`config.mk`:
```
export PLATFORM = sky130hd
export DESIGN_NAME = flit_link_arbiter
export DESIGN_NICKNAME = d
export VERILOG_FILES = /design/src/rtl/flit_link_arbiter.sv
export SDC_FILE = /design/constraint.sdc
export NUM_CORES = 1
export LEC_CHECK = 0
export ABC_AREA = 1
export BUFFER_PORTS_ARGS = -buffer_cell sky130_fd_sc_hd__buf_2
export CAP_MARGIN = 20
export CELL_PAD_IN_SITES_DETAIL_PLACEMENT = 2
export CELL_PAD_IN_SITES_GLOBAL_PLACEMENT = 2
export CORE_AREA = 10 10 256 258
export DETAILED_ROUTE_END_ITERATION = 7
export DIE_AREA = 0 0 266 268
export PLACE_DENSITY_LB_ADDON = 0.12
export SYNTH_ARGS = -nofsm -noshare
export SYNTH_HDL_FRONTEND = slang
export SYNTH_SLANG_ARGS = --single-unit
```
`constraint.sdc`:
```
create_clock -name clk -period 9.05 [get_ports clk]
set_input_delay 1.3575 -clock clk [delete_from_list [all_inputs] [get_ports clk]]
set_output_delay 1.3575 -clock clk [all_outputs]
set_load 0.01 [all_outputs]
```
`src/rtl/flit_link_arbiter.sv`:
```
// Round-robin flit link arbiter with packet locking and one registered output stage.
// Optional owner-stall watchdog: define FLIT_ARB_WATCHDOG_EN.
module flit_link_arbiter #(
  parameter int NUM_REQ    = 4,
  parameter int WDT_CYCLES = 1024
) (
  input  logic                       clk,
  input  logic                       rst,
  input  logic [NUM_REQ-1:0]         req_valid,
  input  logic [NUM_REQ-1:0][127:0]  req_flit,
  output logic [NUM_REQ-1:0]         req_ready,
  output logic                       out_valid,
  output logic [127:0]               out_flit,
  input  logic                       out_ready,
  output logic [$clog2(NUM_REQ)-1:0] grant_idx,
  output logic                       locked,
  output logic [31:0]                err
);
  localparam int IW = $clog2(NUM_REQ);

  typedef logic [127:0] flit_t;
  localparam logic [3:0]  FT_HEAD = 4'd0, FT_TAIL = 4'd2, FT_NOPE = 4'd3;
  localparam logic [31:0] NO_ERROR = 32'h0, TX_NOT_REACHABLE = 32'h2;

  typedef enum logic {IDLE, LOCKED} state_t;
  state_t state, state_nxt;

  logic [IW-1:0] rr_ptr, win_idx, sel_idx;
  logic [IW:0]   cand;
  logic          win_vld, load, accept, wdt_fire;
  logic [3:0]    ftype;

  assign load   = !out_valid || out_ready;
  assign locked = (state == LOCKED);

  function automatic logic [IW-1:0] rr_next(input logic [IW-1:0] i);
    return (i == IW'(NUM_REQ-1)) ? '0 : i + 1'b1;
  endfunction

  // First valid requester at or after rr_ptr, wrapping explicitly at NUM_REQ.
  always_comb begin
    win_vld = 1'b0;
    win_idx = rr_ptr;
    cand    = '0;
    for (int i = 0; i < NUM_REQ; i++) begin
      cand = {1'b0, rr_ptr} + (IW+1)'(i);
      if (cand >= (IW+1)'(NUM_REQ)) cand = cand - (IW+1)'(NUM_REQ);
      if (!win_vld && req_valid[cand[IW-1:0]]) begin
        win_vld = 1'b1;
        win_idx = cand[IW-1:0];
      end
    end
  end

  always_comb begin
    state_nxt = state;
    req_ready = '0;
    sel_idx   = grant_idx;
    if (!rst) begin
      if (state == IDLE) begin
        if (win_vld) begin
          sel_idx            = win_idx;
          req_ready[win_idx] = load;
        end
      end else begin
        req_ready[grant_idx] = load;
      end
    end
    accept = req_valid[sel_idx] && req_ready[sel_idx];
    ftype  = req_flit[sel_idx][123:120];
    if (ftype > FT_NOPE) ftype = FT_NOPE;
    if (accept) begin
      case (state)
        IDLE:    if (ftype == FT_HEAD) state_nxt = LOCKED;
        LOCKED:  if (ftype == FT_TAIL) state_nxt = IDLE;
        default: state_nxt = IDLE;
      endcase
    end
    if (wdt_fire) state_nxt = IDLE;
  end

  always_ff @(posedge clk or posedge rst) begin
    if (rst) begin
      state     <= IDLE;
      out_valid <= 1'b0;
      out_flit  <= '0;
      grant_idx <= '0;
      rr_ptr    <= '0;
    end else begin
      state <= state_nxt;
      if (accept) begin
        out_valid <= 1'b1;
        out_flit  <= flit_t'(req_flit[sel_idx]);
        grant_idx <= sel_idx;
        if (state == IDLE) rr_ptr <= rr_next(sel_idx);
      end else if (out_ready) begin
        out_valid <= 1'b0;
      end
      if (wdt_fire) rr_ptr <= rr_next(grant_idx);
    end
  end

`ifdef FLIT_ARB_WATCHDOG_EN
  localparam int WW = $clog2(WDT_CYCLES) + 1;
  logic [WW-1:0] wdt_cnt;
  logic          stall;

  // Only an absent owner counts; downstream backpressure leaves the count alone.
  assign stall    = (state == LOCKED) && !req_valid[grant_idx] && load;
  assign wdt_fire = stall && (wdt_cnt == WW'(WDT_CYCLES-1));

  always_ff @(posedge clk or posedge rst) begin
    if (rst) begin
      wdt_cnt <= '0;
      err     <= NO_ERROR;
    end else begin
      err <= wdt_fire ? TX_NOT_REACHABLE : NO_ERROR;
      if (state != LOCKED || accept || wdt_fire) wdt_cnt <= '0;
      else if (stall) wdt_cnt <= wdt_cnt + 1'b1;
    end
  end
`else
  assign wdt_fire = 1'b0;
  assign err      = NO_ERROR;
`endif
endmodule

```
==> Implementation_results.wiki <==
{| class="wikitable"
! Metric !! Value
|-
| Total clock sinks || between 100 and 150
|-
| Most used standard cells in the synthesized netlist || nand2_1 (482), nor2_1 (257), o21ai_0 (210)
|-
| Register-to-Register Path Depth || 16
|-
| PD cells || approximately 400 mW/mm^2
|-
| Nature of the critical path startpoint || input pin
|-
| Cell types with the largest area share after synthesis || dfrtp_1 (36%), nand2_1 (19%), o21ai_0 (11%)
|-
| TritonCTS clock tree || yes
|-
| Relative slew margins || 0.332
|-
| Outcome || completed
|-
| Layout area overhead || 46.0%
|-
| Ratio of final minimum period to clock period || 0.532
|-
| HPWL after DPL || 52500 um
|-
| Floorplan row count || 90
|-
| Drt drc || 0
|-
| Final setup violation count || 0
|-
| Count of state elements after synthesis || approximately 130
|-
| Overall overflow remaining after global route || 0
|-
| Nets@finish || 2562
|-
| Starting density of the core || 0.156
|-
| Routability congestion estimate || 0.812
|-
| Post-Route Utilization || 0.227
|-
| Most frequent cell after synthesis || nand2_1
|-
| Cell type with the largest total area after synthesis || dfrtp_1
|-
| Post-CTS setup buffers || 0
|-
| Unrepaired setup endpoints after global routing || no
|-
| Initial antenna violation count || 11
|-
| Clk pin slew, worst setup/hold paths || ~0.060 ns
|-
| Required time reported for the critical path endpoint || around 9.4 ns
|-
| Proportion of layout cells with a drive suffix above 1 || 0.346
|-
| Register area share after synthesis || 0.358
|-
| Path type of the worst min-delay path || reg -> reg
|-
| Yosys warns || 0
|-
| Synthesized area per cell || roughly 6.4 um^2
|-
| CTS buffer count || 17
|-
| Setup Total Neg Slack || 0 ns
|-
| Via count of the first global-routing pass || 13900
|-
| CP endpoint kind || flop
|-
| Peak supply drop || between 150 and 200 uV
|-
| Number of synthesized flops with an enable pin || 0
|-
| DRT antenna net count || 0
|-
| CTS root buf || clkbuf_16
|-
| Distinct cell type count of the synthesized netlist || 25
|-
| Via total after detailed routing || roughly 13000
|-
| Leakage component of the power || 7.33 nW
|-
| WL/cell || 23.1 um
|-
| Global-route wire length before repair || 94400 um
|-
| Slew of the pin with the lowest slew margin || between 1 and 1.5 ns
|-
| Die boundary height || ~270 um
|-
| Via-per-instance ratio || between 4 and 5
|-
| Achievable clock frequency || approximately 210 MHz
|-
| Pin count of the biggest net entering global routing || about 140
|-
| Reg-to-reg slack, setup || 4.41 ns
|-
| Leading register cell type out of synthesis || dfrtp_1
|-
| Total Routing Usage GR || 0.176
|-
| Die Outline Area || slightly above 0.07 mm^2
|-
| Maximum fanout along the worst path || ~140
|-
| Number of top-level pins || 687
|-
| Floorplan die width || between 200 and 300 um
|-
| Final hold vios || 0
|-
| Detailed router's first-iteration violation count || 571
|-
| Top-area cell type share of the netlist area || 0.358
|-
| Clock insertion delay at the later pin of the skew report || 0.44 ns
|-
| Worst endpoint data arrival time || between 5 and 6 ns
|-
| Maximum Capacitance Violations || 0
|-
| Async set-reset flop share out of synthesis || 1.00
|-
| 1st-pass router iterations || 4
|-
| Post-synthesis cell area || approximately 0.0094 mm^2
|-
| Total of hold buffers inserted after clock tree synthesis || 0
|-
| Maximum level of the CTS H-tree || 4
|-
| Core area || about 0.060 mm^2
|-
| Total of buffers placed on input and output ports || 654
|-
| Number of gates given a new drive strength after cts || 0
|-
| Min cycle time layout || 4.81 ns
|-
| CTS Buffer Depth || 2
|-
| Cell depth of the worst min-delay path || 2
|-
| Total Wirelength || between 60000 and 70000 um
|-
| Fin. max-slew vios || 0
|-
| Number of instances in the synthesized netlist || approximately 1500
|-
| Largest clock skew in the final design || ~0.0057 ns
|-
| Worst Setup Path Type || in -> reg
|}
==> metal layers <==
layer  global-route usage  vias to the layer above  wire length [um]
li1                     -                     5943                 -
met1                0.198                     6152             26000
met2                0.324                      369             34200
met3               0.0543                       41              4680
met4               0.0335                        8               639
met5                    0                        -                42
==> state kept, by name, summed over array words and instances (netlist names) <==
register,flops
grant_idx,2
locked,1
out_flit,128
out_valid,1
rr_ptr,2
==> metrics by stage <==
step	hold WS [ns]	setup slack [ns]	instances	total power, mW	instance area, um^2
floorplan	0.506	3.04	1505	3.39	9490
global placement	0.450	3.28	2804	4.86	13100
detailed placement	0.457	3.69	2805	4.95	13100
CTS	0.472	4.18	2836	5.69	13700
global route	0.488	3.75	2838	6.09	13700
finish	0.467	4.24	2842	5.47	13700
==> final timing paths <==
check,end,from
max in group asynchronous,out_flit[64],rst
min,out_flit[103],out_flit[103]
min reg2reg,out_flit[103],out_flit[103]
max,out_flit[76],req_valid[2]
min in group asynchronous,out_flit[84],rst
max reg2reg,out_flit[76],rr_ptr[0]
==> power breakdown <==
group	leakage, nW	total [mW]	switching [mW]	internal [mW]
Combinational	5.36	3.73	2.65	1.07
Clock	0.272	0.705	0.288	0.416
Sequential	1.70	1.04	0.160	0.879
Total	7.33	5.47	3.10	2.37
==> cell type report <==
class | count | area, um^2
clock inverters | 9 | 103
diodes | 6 | 15.0
clock buffers | 22 | 464
flip-flops and latches | 134 | 3350
repair buffers | 664 | 3380
inverters | 27 | 114
well taps | 782 | 978
multi-input cells | 1198 | 5270
fillers | 7464 | 46500
==> worst max-delay path, stage by stage <==
cell and delay [ns]:
buf_2 0.15, nand2_1 0.08, nand2_1 0.12, nand2_1 0.07, nand2_1 0.16, inv_1 0.07
nand3_2 0.08, nand3_2 0.10, nand2_1 0.31, nand2_8 0.44, inv_6 0.78, buf_12 0.43
o21ai_0 0.17, o22ai_1 0.37, nand2_1 0.10, nand2_1 0.09
==> layout by cell type, fill, tap and decap left out, drive strengths merged <==
master      n
clkinv      4
inv        27
a21oi       1
nand2     486
conb       32
ha          1
o22ai     124
diode       6
clkbuf     22
nand4       5
clkinvlp    3
bufinv      2
dfrtp     134
o211ai      1
o21ai     251
nor4        1
buf       664
nand3      36
nor2      260
==> cells by family (layout without fill, tap and decap cells) <==
logic type / count (synthesis) / count (layout) / share of synthesized area
compound gates: 377 / 377 / 0.218
simple gates: 788 / 788 / 0.326
other cells: 1 / 38 / 0.000400
buf+inv: 173 / 722 / 0.0960
flops: 134 / 134 / 0.358
fa+ha+maj: 1 / 1 / 0.00134
(Power assumes the default switching activity.)
